`config.mk`:
```
export PLATFORM = sky130hd
export DESIGN_NAME = muldiv_seq
export DESIGN_NICKNAME = d
export VERILOG_FILES = /design/src/rtl/muldiv_seq_pkg.sv /design/src/rtl/muldiv_seq_adder.sv /design/src/rtl/muldiv_seq.sv
export SDC_FILE = /design/constraint.sdc
export NUM_CORES = 1
export LEC_CHECK = 0
export ABC_AREA = 1
export BUFFER_PORTS_ARGS = -buffer_cell sky130_fd_sc_hd__buf_2
export CORE_MARGIN = 2
export CORE_UTILIZATION = 41
export CTS_BUF_LIST = sky130_fd_sc_hd__clkbuf_16
export CTS_CLUSTER_SIZE = 30
export DETAILED_ROUTE_END_ITERATION = 8
export GPL_TIMING_DRIVEN = 0
export PLACE_DENSITY = 0.56
export SETUP_SLACK_MARGIN = 0.1
export SYNTH_ARGS = -nofsm -noshare
export SYNTH_HDL_FRONTEND = slang
export SYNTH_HIERARCHICAL = 1
export SYNTH_SLANG_ARGS = --single-unit
export TNS_END_PERCENT = 30
```
`constraint.sdc`:
```
create_clock -name clk -period 12.4 [get_ports clk]
set_input_delay 2.48 -clock clk [delete_from_list [all_inputs] [get_ports clk]]
set_output_delay 2.48 -clock clk [all_outputs]
set_load 0.05 [all_outputs]
```
`src/rtl/muldiv_seq_pkg.sv`:
```
// rtl/muldiv_seq_pkg.sv - op codes, FSM states and iteration count for muldiv_seq
package muldiv_seq_pkg;
  localparam logic [1:0] OP_MULTU = 2'b00;
  localparam logic [1:0] OP_MULT  = 2'b01;
  localparam logic [1:0] OP_DIVU  = 2'b10;
  localparam logic [1:0] OP_DIV   = 2'b11;

  localparam int         ITER_COUNT = 32;
  localparam logic [4:0] ITER_LAST  = 5'(ITER_COUNT - 1);

  typedef enum logic [2:0] {
    ST_IDLE,
    ST_NEG_A,
    ST_NEG_B,
    ST_ITER,
    ST_FIX_LO,
    ST_FIX_HI,
    ST_DONE
  } state_t;
endpackage

```
`src/rtl/muldiv_seq_adder.sv`:
```
// rtl/muldiv_seq_adder.sv - 32-bit adder with carry in/out, the unit's only arithmetic
module adder_32bits (
  input  logic [31:0] a,
  input  logic [31:0] b,
  input  logic        ci,
  output logic [31:0] s,
  output logic        co
);
  assign {co, s} = {1'b0, a} + {1'b0, b} + {32'b0, ci};
endmodule

```
`src/rtl/muldiv_seq.sv`:
```
// rtl/muldiv_seq.sv - sequential MULT/MULTU/DIV/DIVU unit owning HI/LO, 37-cycle schedule
import muldiv_seq_pkg::*;

module muldiv_seq (
  input  logic        clk,
  input  logic        rst,
  input  logic        start,
  input  logic [1:0]  op,
  input  logic [31:0] a,
  input  logic [31:0] b,
  input  logic        wr_hi,
  input  logic        wr_lo,
  input  logic [31:0] wdata,
  output logic        busy,
  output logic        done,
  output logic [31:0] hi,
  output logic [31:0] lo
);
  state_t      state, state_next;
  logic [1:0]  op_r;
  logic        neg_a, neg_b, c_fix;
  logic [31:0] r, q, m;
  logic [4:0]  cnt;
  logic        accept, is_div, flip_q, fix_r;
  logic [31:0] add_a, add_b, add_s;
  logic        add_ci, add_co;

  // q holds a and m holds b for both op kinds; multiply is commutative so M/Q roles swap freely
  assign is_div = op_r[1];
  assign flip_q = neg_a ^ neg_b;
  assign fix_r  = is_div ? neg_a : flip_q;

  always_ff @(posedge clk) begin
    if (rst) state <= ST_IDLE;
    else     state <= state_next;
  end

  always_comb begin
    state_next = state;
    busy       = 1'b0;
    done       = 1'b0;
    accept     = 1'b0;
    case (state)
      ST_IDLE: if (start) begin
        accept     = 1'b1;
        state_next = ST_NEG_A;
      end
      ST_NEG_A:  begin busy = 1'b1; state_next = ST_NEG_B; end
      ST_NEG_B:  begin busy = 1'b1; state_next = ST_ITER; end
      ST_ITER:   begin
        busy = 1'b1;
        if (cnt == ITER_LAST) state_next = ST_FIX_LO;
      end
      ST_FIX_LO: begin busy = 1'b1; state_next = ST_FIX_HI; end
      ST_FIX_HI: begin busy = 1'b1; state_next = ST_DONE; end
      ST_DONE:   begin
        done = 1'b1;
        if (start) begin
          accept     = 1'b1;
          state_next = ST_NEG_A;
        end else begin
          state_next = ST_IDLE;
        end
      end
      default:   state_next = ST_IDLE;
    endcase
  end

  always_comb begin
    add_a  = r;
    add_b  = 32'd0;
    add_ci = 1'b0;
    case (state)
      ST_NEG_A:  begin add_a = ~q; add_ci = 1'b1; end
      ST_NEG_B:  begin add_a = ~m; add_ci = 1'b1; end
      ST_ITER:   begin
        if (is_div) begin
          add_a  = {r[30:0], q[31]};
          add_b  = ~m;
          add_ci = 1'b1;
        end else begin
          add_a = r;
          add_b = q[0] ? m : 32'd0;
        end
      end
      ST_FIX_LO: begin add_a = ~q; add_ci = 1'b1; end
      ST_FIX_HI: begin add_a = ~r; add_ci = is_div ? 1'b1 : c_fix; end
      default:   ;
    endcase
  end

  adder_32bits u_adder (
    .a  (add_a),
    .b  (add_b),
    .ci (add_ci),
    .s  (add_s),
    .co (add_co)
  );

  always_ff @(posedge clk) begin
    if (rst) begin
      op_r  <= 2'b00;
      neg_a <= 1'b0;
      neg_b <= 1'b0;
      c_fix <= 1'b0;
      r     <= 32'd0;
      q     <= 32'd0;
      m     <= 32'd0;
      cnt   <= 5'd0;
      hi    <= 32'd0;
      lo    <= 32'd0;
    end else begin
      if (accept) begin
        op_r  <= op;
        neg_a <= op[0] & a[31];
        neg_b <= op[0] & b[31];
        q     <= a;
        m     <= b;
        r     <= 32'd0;
        c_fix <= 1'b0;
      end else if (!busy) begin
        if (wr_hi) hi <= wdata;
        if (wr_lo) lo <= wdata;
      end
      case (state)
        ST_NEG_A: if (neg_a) q <= add_s;
        ST_NEG_B: begin
          if (neg_b) m <= add_s;
          cnt <= 5'd0;
        end
        ST_ITER: begin
          cnt <= cnt + 5'd1;
          if (!is_div) begin
            r <= {add_co, add_s[31:1]};
            q <= {add_s[0], q[31:1]};
          end else if (r[31] | add_co) begin
            r <= add_s;
            q <= {q[30:0], 1'b1};
          end else begin
            r <= {r[30:0], q[31]};
            q <= {q[30:0], 1'b0};
          end
        end
        ST_FIX_LO: begin
          if (flip_q) q <= add_s;
          if (!is_div) c_fix <= add_co;
        end
        ST_FIX_HI: begin
          if (fix_r) begin
            r  <= add_s;
            hi <= add_s;
          end else begin
            hi <= r;
          end
          lo <= q;
        end
        default: ;
      endcase
    end
  end
endmodule

```
==> results.sh <==
export IMPL_r2r_cells=26
export IMPL_dr_pass1_iters=5
export IMPL_netlist_instances=2621
export IMPL_cts_resized_gates=0
export IMPL_final_common_cell="nand2_1"
export IMPL_rows=68
export IMPL_startpoint="state[2]"
export IMPL_cp_common_cell="nand3_1"
export IMPL_synth_edf_count=0
export IMPL_cts_made_buffers=17
export IMPL_area_growth_pct=13.6
export IMPL_final_cell_mix="872 x nand2_1, 353 x inv_1, 258 x a21oi_1"
export IMPL_critical_path_max_fanout=10
export IMPL_synth_area_per_cell_um2=5.50
export IMPL_power_total_mw=2.18
export IMPL_yosysUniqueCellTypes=36
export IMPL_ys_ff_latch=172
export IMPL_diodes=0
export IMPL_synthFlopType="dfxtp_1"
export IMPL_powerDensity_nw_per_um2=133
export IMPL_fin_worst_skew_ns=0.0188
export IMPL_busiest_layer="met2"
export IMPL_drv_slew=0
export IMPL_grt_util_met2_pct=57.3
export IMPL_insertion_delay_ns=0.47
export IMPL_dieArea_um2=36600
export IMPL_remaining_drc_errors=0
export IMPL_core_area_um2=34500
export IMPL_slew_headroom_pct=38.2
export IMPL_final_cell_area_um2=16400
export IMPL_fmax_ghz=0.160
export IMPL_gp_congestion=0.953
export IMPL_place_area_um2=15800
export IMPL_vdd_drop_max_mv=0.104
export IMPL_cpMaxStageDelayCell="fa_1"
export IMPL_clk_path_buf_depth=2
export IMPL_r2r_slack_ns=6.17
export IMPL_critPathMaxStageDelay_ns=0.56
export IMPL_syn_area_um2=14400
export IMPL_period_needed_ns=6.23
export IMPL_grt_ovfl_total=0
export IMPL_hold_path_startpoint="lo[5]"
export IMPL_nNetsFinal=2946
export IMPL_port_buffers=167
export IMPL_leakagePower_nw=8.57
export IMPL_die_height_um=191
export IMPL_yosysSeqAreaShare_pct=23.9
export IMPL_vias=17600
export IMPL_r2r_start="state[2]"
export IMPL_h_tree_depth=4
export IMPL_period_share_pct=50.3
export IMPL_use_met1_pct=47.8
export IMPL_hpwl_um=53700
export IMPL_startpoint_type="register"
export IMPL_grt_pass1_wl_um=97100
export IMPL_grt_pass1_vias=16100
export IMPL_vias_per_cell=5.37
export IMPL_cp_top_family="simple AND/OR/NAND/NOR gates"
export IMPL_antenna_left=0
export IMPL_setup_tns_ns=0
export IMPL_chipWidth_um=191
export IMPL_hold_viol_final=0
export IMPL_crit_type="reg -> reg"
export IMPL_cts_tree="yes"
export IMPL_maxCapViolations=0
export IMPL_syn_num_nets=2760
export IMPL_cts_reportedPaths_clkPinSlew_ns=0.08
export IMPL_initial_core_util_pct=41.7
export IMPL_routed_wirelength_um=65500
export IMPL_critPathArrivalTime_ns=6.57
export IMPL_ys_warn_count=6
export IMPL_critical_path_required_ns=12.73
export IMPL_rsz0062_at_grt="no"
export IMPL_tightestPinTransition_ns=0.927
export IMPL_worstReg2RegEnd="r[5]"
export IMPL_cts_hold_buf=0
export IMPL_setup_viol=0
export IMPL_postCtsSetupBuffers=0
export IMPL_grtUsageMet3_pct=6.37
export IMPL_nFillCells=3917
export IMPL_cts_sinks=172
export IMPL_path_buf_inv=7
export IMPL_min_delay_path_depth=2
export IMPL_cp_end_kind="register"
export IMPL_hp_class="reg -> reg"
export IMPL_grt_usage_pct=35.5
export IMPL_wl_per_cell_um=20.0
export IMPL_cts_root_buf="clkbuf_16"
export IMPL_status="finished clean"
export IMPL_antenna_found_initial=1
export IMPL_ios=169
export IMPL_drt_iter0_drc=1701
export IMPL_min_to="lo[5]"
export IMPL_drive_gt1_share_pct=10.1
export IMPL_async_reset_ff_share_pct=0
export IMPL_grt_max_degree=17
kinds of logic after synthesis:
logic type                 count (synthesis)  synth area share (%)
AOI/OAI and AO/OA                        451                  16.3
xor gates and xnor gates                  16                 0.973
adders and majority gates                 36                  3.23
buffers and inverters                    517                  14.1
DFF                                      172                  23.9
and+or+nand+nor                         1429                  41.4
area by class of cell:
type | count | area (um2) | area share (%)
multi-input cells | 1932 | 8920 | 54.5
flip-flops and latches | 172 | 3440 | 21.0
inverters | 361 | 1360 | 8.28
repair buffers | 167 | 836 | 5.11
plain buffers | 156 | 683 | 4.17
well taps | 455 | 569 | 3.48
clock buffers | 17 | 425 | 2.60
clock inverters | 14 | 133 | 0.810
metal layers:
layer | wire (um) | vias to the layer above
met4 | 2080 | 2
li1 | - | 8675
met2 | 28900 | 823
met1 | 28500 | 7957
met3 | 5970 | 112
met5 | 13 | -
sequential cells by signal, summed over array words and instances (netlist names):
name,cells
c_fix,1
lo,32
neg_b,1
op_r,1
r,32
cnt,5
state,3
m,32
q,32
hi,32
neg_a,1
per-stage QoR:
stage | setup WS (ns) | hold slack, ns | std cells | utilization (%)
floorplan | 8.29 | 0.439 | 2621 | -
detailed placement | 6.43 | 0.450 | 3243 | 45.8
global route | 5.86 | 0.477 | 3274 | 47.4
global placement | 6.45 | 0.450 | 3243 | 45.8
CTS | 6.40 | 0.467 | 3274 | 47.4
finish | 6.17 | 0.459 | 3274 | 47.4
cell usage after synthesis (all sizes together) (15+ instances only):
cell	count	share of area [%]
a21oi	259	9.1
xor2	15	0.91
inv	360	9.4
nor2	207	5.5
nand3	245	8.7
buf	75	2.6
or2	20	0.87
clkbuf	81	2.1
nand2	883	23
o21ai	160	5.6
nand4	62	2.7
ha	34	3.0
dfxtp	172	24
worst max path at each step:
stage / slack [ns] / endpoint / cells past startpoint
after floorplan: 8.29 / r[20] / 26
after global placement: 6.45 / r[5] / 26
after detailed placement: 6.43 / r[5] / 26
after CTS: 6.40 / r[5] / 26
after global routing: 5.86 / r[20] / 26
final: 6.17 / r[5] / 26
worst reg2reg max path, stage by stage (launching register included):
cell and delay [ns]:
dfxtp_1 0.30, buf_4 0.16, inv_2 0.11, ha_1 0.38, inv_1 0.23, nand3_1 0.55
clkbuf_1 0.53, o21ai_0 0.23, fa_1 0.56, fa_1 0.50, nand3_1 0.12, nand3_1 0.12
nand2_1 0.10, nand2_2 0.09, nand3_1 0.20, nand3_1 0.15, nand2_1 0.12, nand2_1 0.17
nor2_1 0.41, inv_1 0.18, clkbuf_1 0.31, nand2_1 0.14, nand3_1 0.08, nand2_1 0.08
inv_1 0.04, nor2_1 0.17, a21oi_1 0.08
report_power, final:
part           internal [mW]  switching (mW)
Sequential             0.609          0.0439
Combinational          0.246           0.728
Clock                  0.280           0.270
Power figures use the tool's default switching activity.
